--- config.mk ---
export PLATFORM = sky130hd
export DESIGN_NAME = score_sequencer
export DESIGN_NICKNAME = d
export VERILOG_FILES = /design/src/rtl/music_pkg.sv /design/src/rtl/beat_timer.sv /design/src/rtl/score_sequencer.sv
export SDC_FILE = /design/constraint.sdc
export NUM_CORES = 1
export LEC_CHECK = 0
export BUFFER_PORTS_ARGS = -buffer_cell sky130_fd_sc_hd__buf_2
export CORE_ASPECT_RATIO = 1.4
export CORE_MARGIN = 8
export CORE_UTILIZATION = 58
export DETAILED_ROUTE_END_ITERATION = 10
export MAX_ROUTING_LAYER = met4
export PLACE_DENSITY = 0.82
export SYNTH_ARGS = -nofsm -noshare
export SYNTH_HDL_FRONTEND = slang
export SYNTH_SLANG_ARGS = --single-unit
--- constraint.sdc ---
create_clock -name clk -period 3.11 [get_ports clk]
set_clock_uncertainty 0.2 [all_clocks]
set_input_delay 0.311 -clock clk [delete_from_list [all_inputs] [get_ports clk]]
set_output_delay 0.311 -clock clk [all_outputs]
set_load 0.1 [all_outputs]
--- src/rtl/music_pkg.sv ---
// Shared types and constants for the score sequencer.
//   score_entry_t : one ROM word, {duration in beats, note number}
//   NOTE_REST     : note number that means silence
//   LAST_ADDR     : highest ROM address; playback never wraps past it
//   seq_state_t   : sequencer FSM states
package music_pkg;

    typedef struct packed {
        logic [7:0] dur;
        logic [7:0] note;
    } score_entry_t;

    localparam logic [7:0] NOTE_REST = 8'd0;
    localparam logic [7:0] LAST_ADDR = 8'hFF;

    typedef enum logic [1:0] {
        IDLE,
        FETCH,
        PLAY
    } seq_state_t;

endpackage

--- src/rtl/beat_timer.sv ---
// Beat timer for the score sequencer.
// A free-running tick counter marks beat boundaries, and a beat counter
// counts down the beats of the current note. Both are re-armed by load.
// Ports:
//   clk, rst   : rising-edge clock, asynchronous active-high reset
//   load       : re-arm; tick counter cleared, beats_left <= dur
//   dur        : note duration in beats, sampled on load
//   beat_end   : last tick of the current beat
//   last_beat  : the current beat is the final beat of the note
//   in_gap     : within the last GAP_TICKS clocks of the final beat
module beat_timer
    import music_pkg::*;
#(
    parameter int unsigned BEAT_TICKS = 12_500_000,
    parameter int unsigned GAP_TICKS  = 1_562_500
) (
    input  logic       clk,
    input  logic       rst,
    input  logic       load,
    input  logic [7:0] dur,
    output logic       beat_end,
    output logic       last_beat,
    output logic       in_gap
);

    localparam int unsigned       TICK_W    = $clog2(BEAT_TICKS);
    localparam logic [TICK_W-1:0] TICK_LAST = TICK_W'(BEAT_TICKS - 1);
    localparam logic [TICK_W-1:0] GAP_START = TICK_W'(BEAT_TICKS - GAP_TICKS);
    // With no gap, GAP_START would truncate BEAT_TICKS to a bogus value.
    localparam bit                HAS_GAP   = (GAP_TICKS != 0);

    logic [TICK_W-1:0] tick_q, tick_d;
    logic [7:0]        beats_left_q, beats_left_d;

    assign beat_end  = (tick_q == TICK_LAST);
    assign last_beat = (beats_left_q == 8'd1);
    assign in_gap    = HAS_GAP && last_beat && (tick_q >= GAP_START);

    always_comb begin
        tick_d       = beat_end ? '0 : tick_q + TICK_W'(1);
        beats_left_d = beats_left_q;
        // Hold at zero once drained so an idle timer never wraps round.
        if (beat_end && (beats_left_q != 8'd0)) begin
            beats_left_d = beats_left_q - 8'd1;
        end
        if (load) begin
            tick_d       = '0;
            beats_left_d = dur;
        end
    end

    // NOTE: sequential state uses non-blocking assignments so every register
    // samples the values that existed before the clock edge.
    always_ff @(posedge clk or posedge rst) begin
        if (rst) begin
            tick_q       <= '0;
            beats_left_q <= 8'd0;
        end else begin
            tick_q       <= tick_d;
            beats_left_q <= beats_left_d;
        end
    end

endmodule

--- src/rtl/score_sequencer.sv ---
// Score sequencer: walks the score ROM from START_ADDR, holds each
// {duration, note} entry for duration x BEAT_TICKS clocks and drops the gate
// for the last GAP_TICKS clocks of every note so repeated notes separate.
// A zero duration is the end marker (also implied after address 255).
// Ports:
//   clk, rst : rising-edge clock, asynchronous active-high reset
//   start    : 1-cycle pulse, begin playback (ignored while busy)
//   stop     : 1-cycle pulse, abort playback (wins over start)
//   loop_en  : restart at START_ADDR instead of finishing at the end marker
//   count    : registered ROM address
//   entry    : combinational ROM data for count, {dur[15:8], note[7:0]}
//   note     : current note, 0 while idle or resting
//   gate     : sound the note
//   busy     : not idle
//   done     : 1-cycle pulse, registered, in the first idle cycle after
//              playback reaches the end marker
module score_sequencer
    import music_pkg::*;
#(
    parameter int unsigned BEAT_TICKS = 12_500_000,
    parameter int unsigned GAP_TICKS  = 1_562_500,
    parameter logic [7:0]  START_ADDR = 8'd14
) (
    input  logic        clk,
    input  logic        rst,
    input  logic        start,
    input  logic        stop,
    input  logic        loop_en,
    output logic [7:0]  count,
    input  logic [15:0] entry,
    output logic [7:0]  note,
    output logic        gate,
    output logic        busy,
    output logic        done
);

    seq_state_t   state_q, state_d;
    logic [7:0]   count_q, count_d;
    logic [7:0]   note_q, note_d;
    logic         done_q, done_d;
    logic         timer_load;
    logic         beat_end, last_beat, in_gap;
    logic         play_last;
    logic         restart_ok;
    score_entry_t entry_s;

    assign entry_s    = entry;
    assign play_last  = beat_end && last_beat;
    // Looping back while already at START_ADDR would spin forever on an
    // empty score, so that case finishes instead.
    assign restart_ok = loop_en && (count_q != START_ADDR);

    beat_timer #(
        .BEAT_TICKS (BEAT_TICKS),
        .GAP_TICKS  (GAP_TICKS)
    ) u_beat_timer (
        .clk       (clk),
        .rst       (rst),
        .load      (timer_load),
        .dur       (entry_s.dur),
        .beat_end  (beat_end),
        .last_beat (last_beat),
        .in_gap    (in_gap)
    );

    // NOTE: every signal driven here gets a default first, so no path through
    // the case statement can leave one unassigned and infer a latch.
    always_comb begin
        state_d    = state_q;
        count_d    = count_q;
        note_d     = note_q;
        done_d     = 1'b0;
        timer_load = 1'b0;

        if (stop) begin
            state_d = IDLE;
            count_d = START_ADDR;
            note_d  = NOTE_REST;
        end else begin
            case (state_q)
                IDLE: begin
                    count_d = START_ADDR;
                    note_d  = NOTE_REST;
                    if (start) begin
                        state_d = FETCH;
                    end
                end
                FETCH: begin
                    if (entry_s.dur == 8'd0) begin
                        if (restart_ok) begin
                            count_d = START_ADDR;
                        end else begin
                            state_d = IDLE;
                            count_d = START_ADDR;
                            note_d  = NOTE_REST;
                            done_d  = 1'b1;
                        end
                    end else begin
                        note_d     = entry_s.note;
                        timer_load = 1'b1;
                        state_d    = PLAY;
                    end
                end
                PLAY: begin
                    if (play_last) begin
                        if (count_q != LAST_ADDR) begin
                            count_d = count_q + 8'd1;
                            state_d = FETCH;
                        end else if (restart_ok) begin
                            count_d = START_ADDR;
                            state_d = FETCH;
                        end else begin
                            state_d = IDLE;
                            count_d = START_ADDR;
                            note_d  = NOTE_REST;
                            done_d  = 1'b1;
                        end
                    end
                end
                default: begin
                    state_d = IDLE;
                end
            endcase
        end
    end

    always_ff @(posedge clk or posedge rst) begin
        if (rst) begin
            state_q <= IDLE;
            count_q <= START_ADDR;
            note_q  <= NOTE_REST;
            done_q  <= 1'b0;
        end else begin
            state_q <= state_d;
            count_q <= count_d;
            note_q  <= note_d;
            done_q  <= done_d;
        end
    end

    assign count = count_q;
    assign note  = note_q;
    assign busy  = (state_q != IDLE);
    assign done  = done_q;
    assign gate  = (state_q == PLAY) && (note_q != NOTE_REST) && !in_gap;

endmodule

==> flow_metrics.tcl <==
set metrics [dict create \
    postRouteAntennaNets 0 \
    die_h_um 100 \
    die_w_um 76.3 \
    async_reset_ff_frac 1.00 \
    ys_ff_latch 51 \
    internal-power_mw 1.26 \
    min_path_type "in2reg" \
    power_frac_comb 0.360 \
    netlist_area_sq_mm 0.00295 \
    hold_end "note[2]" \
    rows 30 \
    period_share 0.856 \
    clock-sinks 51 \
    ys_seq_area_frac 0.434 \
    diodes 0 \
    setup.worst_path.start_class "flip-flop" \
    power.density_mw_per_mm2 640 \
    leakage_nw 1.51 \
    drv_cap 0 \
    numCtsBuffers 5 \
    r2r_setup_slack_ns 0.47 \
    area_growth_pct 13.0 \
    fillerInstances 397 \
    outcome "finished, final reports clean" \
    finalCriticalPeriod_ns 2.66 \
    syn_inst 313 \
    cts.repair.resized 0 \
    final_nets 386 \
    grt_pass1_vias 2536 \
    synth_nets 345 \
    dp_slack_ns 0.477 \
    grt_pass1_wl_um 11300 \
    start_util 0.605 \
    syn_area_per_cell_sq_um 9.43 \
    holdPathStages 2 \
    rr_worst_depth 5 \
    grt_start_max_net_pins 52 \
    max-vdd-ir-drop_mv 0.603 \
    synthFlopType "dfrtp_1" \
    required_ns 2.60 \
    rr_endpoint "u_beat_timer.beats_left_q[1]" \
    firstDrtPassIters 4 \
    vias 2500 \
    hold_start "entry[2]" \
    clockBufferDepth 2 \
    yosysWarnings 0 \
    synth_cell_type_count 55 \
    p_sw_frac 0.410 \
    pwr-share-clk 0.226 \
    finalSetupViolCount 0 \
    io_buffers 39 \
    antenna_found_initial 0 \
    crit_type "reg2out" \
    drc 0 \
    track_usage 0.181 \
    overflow 0 \
    tightest_slew_ns 1.05 \
    p_seq_frac 0.415 \
    crit_arrival_ns 2.15 \
    gp_congestion 0.845 \
    synth_edf_count 0 \
    endpoint_kind "primary output" \
    final_area_sq_mm 0.00333 \
    clk_latency_ns 0.31 \
    cts_tree "built" \
    final_util 0.683 \
    clk_pin_slew_ns 0.10 \
    setup_ws_ns 0.448 \
    grt_setup_unrepaired "no" \
    drive_above_1_share 0.192 \
    hold_viol 0 \
    core_area_sq_mm 0.00488 \
    setup-tns-final_ns 0 \
    wl_per_cell_um 15.8 \
    dr.first_iter.drc_count 178 \
    clock.fmax_mhz 376 \
    cts_root_buf "clkbuf_8" \
    io_pins 40 \
    postPlaceCellArea_sq_mm 0.00322 \
    cp_max_fo 5 \
    routed_wl_um 6630 \
    cts_setup_buffers 0 \
    worstReg2RegStart "u_beat_timer.beats_left_q[5]" \
    dp_hpwl_um 4950 \
    slew_headroom 0.298 \
    h-tree-depth 2 \
    vias_per_cell 5.97 \
    hold_buffers 0 \
    power.switching_uw 874 \
    drv_slew 0 \
    die_area_sq_mm 0.00766 \
]
## how the worst max path moves through the flow
stage / end / start / slack [ns]
after global placement: u_beat_timer.beats_left_q[1] / u_beat_timer.beats_left_q[5] / 0.54
after CTS: gate / u_beat_timer.tick_q[2] / 0.42
final: gate / u_beat_timer.tick_q[3] / 0.45
after floorplan: done / count[0] / 0.27
after global routing: gate / u_beat_timer.tick_q[2] / 0.32
after detailed placement: note[1] / entry[8] / 0.48
## through the flow
stage,hold slack (ns),std cells,power (mW)
after detailed placement,0.304,411,1.66
after global routing,0.0150,419,2.26
final,0.0185,419,2.13
after global placement,0.274,411,1.63
after CTS,0.0151,419,2.14
after floorplan,0.227,313,1.48
## area by class of cell
cell class	count	area (sq um)	share of cell area
Clock buffer	5	68.8	0.0206
Clock inverter	3	47.5	0.0143
Inverter	17	63.8	0.0191
Multi-Input combinational cell	237	1580	0.473
Sequential cell	51	1280	0.384
Tap cell	64	80.1	0.0240
Timing Repair Buffer	42	218	0.0653
## synthesized netlist by cell type (3+ instances only)
| master | instances | share of area |
|---|---|---|
| dfrtp_1 | 48 | 0.41 |
| nor2_1 | 44 | 0.056 |
| nand2_1 | 24 | 0.031 |
| xnor2_1 | 18 | 0.053 |
| inv_1 | 17 | 0.022 |
| ha_1 | 11 | 0.047 |
| nand3_1 | 11 | 0.019 |
| o31ai_1 | 11 | 0.028 |
| a22o_1 | 10 | 0.030 |
| o21ai_0 | 9 | 0.015 |
| or3_1 | 8 | 0.017 |
| and3_1 | 7 | 0.015 |
| nor3_1 | 7 | 0.012 |
| or4_1 | 7 | 0.018 |
| a31oi_1 | 6 | 0.013 |
| clkbuf_1 | 5 | 0.0064 |
| nor4_1 | 5 | 0.011 |
| xor2_1 | 5 | 0.015 |
| a21oi_1 | 4 | 0.0068 |
| and4_1 | 4 | 0.012 |
| nand4_1 | 4 | 0.0085 |
| or2_2 | 4 | 0.0085 |
| dfstp_2 | 3 | 0.027 |
| o41ai_1 | 3 | 0.0089 |
## state kept, by name, summed over array words and instances, names as in the netlist
| register | flops |
|---|---|
| count | 8 |
| done | 1 |
| state_q | 2 |
| note | 8 |
| u_beat_timer.tick_q | 24 |
| u_beat_timer.beats_left_q | 8 |
## power by group through the flow
| stage | logic [mW] | clock network (mW) | registers (mW) |
|---|---|---|---|
| after floorplan | 0.522 | 0 | 0.955 |
| after global placement | 0.747 | 0 | 0.883 |
| after detailed placement | 0.771 | 0 | 0.890 |
| after CTS | 0.769 | 0.489 | 0.881 |
| after global routing | 0.845 | 0.512 | 0.900 |
| final | 0.768 | 0.481 | 0.884 |
## cells by family (layout without fill, tap and decap cells)
| group | count (synthesis) | in the layout | share of synthesized area |
|---|---|---|---|
| compound gates | 58 | 58 | 0.146 |
| xor+xnor | 23 | 23 | 0.0683 |
| fa+ha+maj | 11 | 11 | 0.0466 |
| buf+inv | 25 | 67 | 0.0339 |
| flops | 51 | 51 | 0.434 |
| mux | 3 | 3 | 0.0123 |
| simple gates | 142 | 142 | 0.259 |
## metal layers
layer / track usage / wire, um / up-vias / share of wire
met3: 0.0268 / 185 / 10 / 0.028
met2: 0.329 / 3540 / 50 / 0.53
li1: - / - / 1210 / -
met5: - / 0 / - / 0
met1: 0.195 / 2780 / 1230 / 0.42
met4: 0.0684 / 127 / 0 / 0.019
## cells in the final DEF (no fill, tap or decap), types with 10 or more instances in the layout
master / instances
o31ai_1: 11
nand2_1: 24
dfrtp_1: 48
inv_1: 16
buf_2: 39
ha_1: 11
xnor2_1: 18
a22o_1: 10
nor2_1: 44
nand3_1: 11
## critical path, stage by stage (launching register included)
cell and delay (ns):
dfrtp_1 0.44, and3_1 0.23, o31a_1 0.24, o31ai_1 0.20, a21oi_1 0.13, o22ai_2 0.15
buf_2 0.46
Note: power is estimated with default switching activity, not from simulation.
